--- src/rtl/operand_fetch.sv ---
// Operand-fetch stage: reads Rn then Rm through a single regfile read port,
// forwards a same-cycle writeback, shifts B by one bit and hands A/B to the ALU.
module operand_fetch #(
  parameter int DATA_W = 16,
  parameter int ADDR_W = 3
) (
  input  logic              clk,
  input  logic              rst_n,
  input  logic              start,
  input  logic [ADDR_W-1:0] rn,
  input  logic [ADDR_W-1:0] rm,
  input  logic [1:0]        shift,
  output logic [ADDR_W-1:0] r_addr,
  input  logic [DATA_W-1:0] r_data,
  input  logic              wb_en,
  input  logic [ADDR_W-1:0] wb_addr,
  input  logic [DATA_W-1:0] wb_data,
  output logic              busy,
  output logic              out_valid,
  input  logic              out_ready,
  output logic [DATA_W-1:0] a_out,
  output logic [DATA_W-1:0] b_out
);

  typedef enum logic [1:0] {
    IDLE = 2'd0,
    RD_A = 2'd1,
    RD_B = 2'd2,
    HOLD = 2'd3
  } state_t;

  typedef enum logic [1:0] {
    SH_NONE = 2'b00,
    SH_LSL1 = 2'b01,
    SH_LSR1 = 2'b10,
    SH_ASR1 = 2'b11
  } shift_t;

  state_t            state, state_nxt;
  logic [ADDR_W-1:0] rn_q, rm_q;
  shift_t            shift_q;
  logic [DATA_W-1:0] rd_val, shifted;
  logic              accept;

  // A command is taken in IDLE, or in HOLD on the same edge the result is consumed.
  assign accept = start && ((state == IDLE) || ((state == HOLD) && out_ready));
  assign busy   = (state != IDLE);

  // A writeback landing on the capture edge must win over the stale read data.
  assign rd_val = (wb_en && (wb_addr == r_addr)) ? wb_data : r_data;

  // NOTE: every always_comb output gets a default first so no path leaves it unassigned (no latch).
  always_comb begin
    state_nxt = state;
    r_addr    = '0;
    case (state)
      IDLE: if (accept) state_nxt = RD_A;
      RD_A: begin
        r_addr    = rn_q;
        state_nxt = RD_B;
      end
      RD_B: begin
        r_addr    = rm_q;
        state_nxt = HOLD;
      end
      HOLD: if (out_ready) state_nxt = accept ? RD_A : IDLE;
      default: state_nxt = IDLE;
    endcase
  end

  always_comb begin
    shifted = rd_val;
    case (shift_q)
      SH_LSL1: shifted = {rd_val[DATA_W-2:0], 1'b0};
      SH_LSR1: shifted = {1'b0, rd_val[DATA_W-1:1]};
      SH_ASR1: shifted = {rd_val[DATA_W-1], rd_val[DATA_W-1:1]};
      default: shifted = rd_val;
    endcase
  end

  // NOTE: sequential state uses non-blocking assignments so every register samples pre-edge values.
  always_ff @(posedge clk or negedge rst_n) begin
    if (!rst_n) begin
      state     <= IDLE;
      rn_q      <= '0;
      rm_q      <= '0;
      shift_q   <= SH_NONE;
      a_out     <= '0;
      b_out     <= '0;
      out_valid <= 1'b0;
    end else begin
      state <= state_nxt;
      if (accept) begin
        rn_q    <= rn;
        rm_q    <= rm;
        shift_q <= shift_t'(shift);
      end
      if (state == RD_A) a_out <= rd_val;
      if (state == RD_B) begin
        b_out     <= shifted;
        out_valid <= 1'b1;
      end
      if ((state == HOLD) && out_ready) out_valid <= 1'b0;
    end
  end

endmodule

--- config.mk ---
export PLATFORM = sky130hd
export DESIGN_NAME = operand_fetch
export DESIGN_NICKNAME = d
export VERILOG_FILES = /design/src/rtl/operand_fetch.sv
export SDC_FILE = /design/constraint.sdc
export NUM_CORES = 1
export LEC_CHECK = 0
export CAP_MARGIN = 20
export CORE_MARGIN = 1
export CORE_UTILIZATION = 47
export CTS_CLUSTER_DIAMETER = 100
export DETAILED_ROUTE_END_ITERATION = 10
export GPL_TIMING_DRIVEN = 0
export PLACE_DENSITY = 0.81
export SLEW_MARGIN = 20
export SYNTH_ARGS = -nofsm -noshare
export SYNTH_HDL_FRONTEND = slang
export SYNTH_SLANG_ARGS = --single-unit
--- constraint.sdc ---
create_clock -name clk -period 2.94 [get_ports clk]
set_input_delay 0.588 -clock clk [delete_from_list [all_inputs] [get_ports clk]]
set_output_delay 0.588 -clock clk [all_outputs]
set_load 0.02 [all_outputs]
# [Word-level counts from Yosys, hierarchy flattened]
# Index checks and enable logic that the tools add are counted.
[op_classes] n_eq_ne=9 mux=9 reduce_logical=8
[op_table] op="$pmux 16 s3" n=1
[op_table] op="$mux 16" n=1
[op_table] op="$eq 2x2->1 const B" n=4
[op_table] op="$pmux 2 s4" n=1
[op_table] op="$pmux 3 s2" n=1
[op_table] op="$eq 2x1->1 const B" n=2
[op_table] op="$mux 2" n=2
[op_table] op="$ne 2x2->1 const B" n=2
[op_table] op="$reduce_bool 2->1" n=2
[op_table] op="$eq 3x3->1" n=1
[op_table] op="$logic_and 1x1->1" n=3
[op_table] op="$mux 1" n=3
[op_table] op="$logic_not 2->1" n=1
[op_table] op="$reduce_and 2->1" n=1
[op_table] op="$logic_or 1x1->1" n=1
[totals] ff_bits=43 inputBits=48 output_inout_bits=37 wordCells=33

# [Longest topological paths before layout]
[depth] depth_word=7 ltp_mapped=11 depth_no_buf=8

# [Worst setup path before layout]
# No wires, ideal clock.
[synth_timing] kind="reg2reg" from="register state[1]" to="register b_out[2]" setup_ns=0.123 arrival_ns=2.373 t_required_ns=2.817 slack_ns=0.444 stages_incl_launch_ff=10 n_path_buf=1 synth_period_minus_slack_ns=2.496 path_cell_list="dfrtp_1 inv_1 ha_1 inv_1 or3_1 and3_1 buf_4 nand2_8 mux4_2 o221a_2"
[synth_between] elab_chain_cells=6 elab_cells_between_ends=7 cone_classes="3 x eq/ne; 3 x mux; 1 x reduce/logical"
[synth_lines] item="start: declaration" line="39" source="state_t state, state_nxt;"
[synth_lines] item="start signal: assignment" line="92" source="state <= state_nxt;"
[synth_lines] item="$eq 2x2->1 or $eq 2x1->1 (tied branches)" line="56, 99"
[synth_lines] item="$pmux 3 s2" line="56" source="case (state)"
[synth_lines] item="$eq 3x3->1" line="50" source="assign rd_val = (wb_en && (wb_addr == r_addr)) ? wb_data : r_data;"
[synth_lines] item="$logic_and 1x1->1" line="50"
[synth_lines] item="$mux 16" line="50"
[synth_lines] item="$pmux 16 s3" line="73" source="case (shift_q)"
[synth_lines] item="end signal: assignment" line="100" source="b_out <= shifted;"
[synth_lines] item="end: declaration" line="22" source="output logic [DATA_W-1:0] b_out"
# Several ways; a longest one is shown, not always the timed one.
# A chain may end at the register's enable or synchronous reset.

# [Final worst setup path]
# Same ends and word-level chain as after synthesis.

==> results.md <==
* Status: complete, no violations
* Maximum vdd drop at about 0.00064 V
* Num CTS Buffers at 5
* Sequential share of the synthesized area at between 30% and 40%
* Number of synthesized flops with an enable pin at 0
* Total Power at 3.78 mW
* Avg WL per Cell at about 16 um
* Row count at 27
* Synth area leader: dfrtp_1
* FF-to-FF Start: state[1]
* Async set-reset flop share out of synthesis at between 90% and 100%
* Pint at ~2.1 mW
* Synth-to-layout area growth at 37.8%
* Pins Over Slew Limit at 0
* Yosys reg bits at 43
* CTS tree: built
* Setup_tns at 0 ns
* FF-to-FF setup slack at around 0.26 ns
* CTS Sinks at between 40 and 50
* R2r endpoint: b_out[2]
* Worst skew pair latency at about 0.30 ns
* Share of layout cells above drive strength 1 at around an eighth
* RSZ-0062 raised after global routing: no
* Number of gates resized after cts at 0
* Clock power share at 9.8%
* Hold WS at between 0.2 and 0.25 ns
* Post-DR vias/cell at 5.61
* Global-route wire length before repair at around 12000 um
* Largest net degree at the start of global routing at 29
* Clk buf depth at 2
* GPL Wtd Cong at 0.870
* Worst EP arrival at approximately 2.9 ns
* CTS root buffer: clkbuf_8
* Final Instance Area at between 3000 and 4000 um^2
* Clock-pin slew on the worst setup and hold paths at roughly 0.080 ns
* Critical path class: reg2reg
* Die Width at 78.0 um
* R2R cell count at 9
* P_sw at ~1.6 mW
* CP Capture Type: register
* Yosys cell types at 44
* Synth top area share at 39.6%
* Starting DRC count in detailed routing at 180
* 1st-pass router iterations at 5
* Die area at about 6100 um^2
* Max_cap viols at 0
* Area after DPL at approximately 3700 um^2
* Total Routing Usage GR at ~25%
* Core area at roughly 5500 um^2
* Port-buffer cells at 84
* Actual slew at the worst max-slew pin at 0.804 ns
* Post-synth top cells: dfrtp_1 (43), inv_1 (40), o21ai_0 (35), nand2b_1 (15), nor2_1 (15)
* Vias in the first global route at approximately 2500
* Vias at between 2000 and 2500
* Max Clock Skew at 0.00314 ns
* Grt ovf at 0
* Top post-synthesis cells by area: dfrtp_1 (40%), mux4_2 (8.3%), o21ai_0 (6.4%)
* Die Y-Extent at roughly 80 um
* Dpl hpwl at around 5500 um
* Min-Delay Path Class: in2async
* Synthesized area per cell at slightly below 10 um^2
* Achievable Freq at 373 MHz
* Final Non-Filler Cells at 445
* Mapped Cells at between 200 and 300
* Antenna diodes at 0
* PD cells at 1010 nW/um^2
* Switching part of the total power at a little over two fifths
* Relative slew margins at a little under half
* Most frequent cell after synthesis: dfrtp_1
* Post-Place Cells at between 400 and 500
* Max H-tree Level at 2
* Starting Density at between 40% and 50%
* Top_reg_cell synth: dfrtp_1
* WP data required at 3.13 ns
* Flop pwr share at between 20% and 30%
* Period utilization at between 90 and 100%
* Final wirelength at 7260 um
* # nets final at about 430
* Critical path fanouts, max at 10
* Combinational share of power at about three fifths
* Top Ports at 85
* Syn_nets at ~330
* Final hold vios at 0
* Initial antenna violation count at 0
* DRC at 0
* Worst setup SP type: register
* Synth Cell Area at about 2700 um^2
* Tmin final at 2.68 ns
* Final ANT Viol Nets at 0
* Synthesis warning total at 0
* # hold bufs at CTS at 0
* Setup bufs post-CTS at 0
* Final setup fails at 0
* Leak Pwr at around 1.6 nW
## power by group through the flow
stage | sequential (mW) | combinational, mW | clock [mW]
final | 1.07 | 2.34 | 0.373
after global routing | 1.10 | 2.53 | 0.401
after CTS | 1.07 | 2.34 | 0.375
after detailed placement | 1.08 | 2.33 | 0
after global placement | 1.07 | 2.28 | 0
after floorplan | 1.32 | 1.19 | 0
## flip-flops by register name, indices dropped and copies added (netlist names)
signal     cells
shift_q        2
out_valid      1
rn_q           3
rm_q           3
a_out         16
b_out         16
state          2
## metal layers
| layer | global-route usage (%) | share of wire (%) |
|---|---|---|
| met5 | 0 | 0 |
| met4 | 7.78 | 1.9 |
| met3 | 5.47 | 7.6 |
| met2 | 41.2 | 48 |
| met1 | 34.1 | 42 |
## area by class of cell
class | count | area (um^2)
multi-input combinational | 177 | 1380
buffer | 20 | 115
tap | 72 | 90.1
timing repair buffer | 85 | 856
clock inverter | 1 | 5.00
clock buffer | 7 | 76.3
fill | 468 | 1800
inverter | 40 | 150
sequential | 43 | 1080
## cell families after synthesis
group                    count (synthesis)  share of synthesized area (%)
flip-flops                              43                           39.6
multiplexers                            26                           15.8
AND/OR/NAND/NOR                         63                           12.4
buffers and inverters                   60                           9.76
adder cells (fa/ha/maj)                  5                           2.30
AO/OA/AOI/OAI                           83                           20.1
## worst max-delay path by stage
stage                     cells after the start        to  slack, ns       start
final                                         9  b_out[2]       0.26    state[1]
after global routing                         10  b_out[8]        0.1    state[0]
after global placement                        1   rn_q[1]       0.14       rst_n
after CTS                                    10  b_out[8]       0.25    state[1]
after floorplan                               9  b_out[2]       0.44    state[1]
after detailed placement                      7  b_out[2]       0.18  wb_addr[2]
## critical path, stage by stage, from the launching register on
cell	delay, ns
dfrtp_1	0.42
inv_1	0.10
ha_1	0.28
inv_1	0.12
or3_1	0.41
and4_1	0.21
buf_6	0.14
nand2_8	0.10
mux4_2	0.52
o221a_2	0.28
## stage by stage
step                utilization (%)  worst slack, ns
finish                         67.6            0.257
global route                   67.6           0.0968
CTS                            67.6            0.249
detailed placement             66.1            0.175
global placement               65.9            0.139
floorplan                         -            0.444
## cell usage in the layout (no fill, tap or decap), drive strengths merged, types with 2 or more instances in the layout
cell type / n
a22oi: 5
nor2: 15
clkbuf: 20
dfrtp: 43
mux4: 12
o211ai: 9
a21oi: 14
buf: 9
ha: 5
nand3: 4
and2: 2
or3: 3
nor3: 8
o21ai: 36
a211oi: 2
mux2i: 4
o21bai: 3
o221ai: 4
and3: 2
mux2: 10
clkdlybuf4s50: 83
inv: 40
a31oi: 3
nand2b: 15
nand2: 10
No activity file was read; power rests on OpenSTA's default activity.
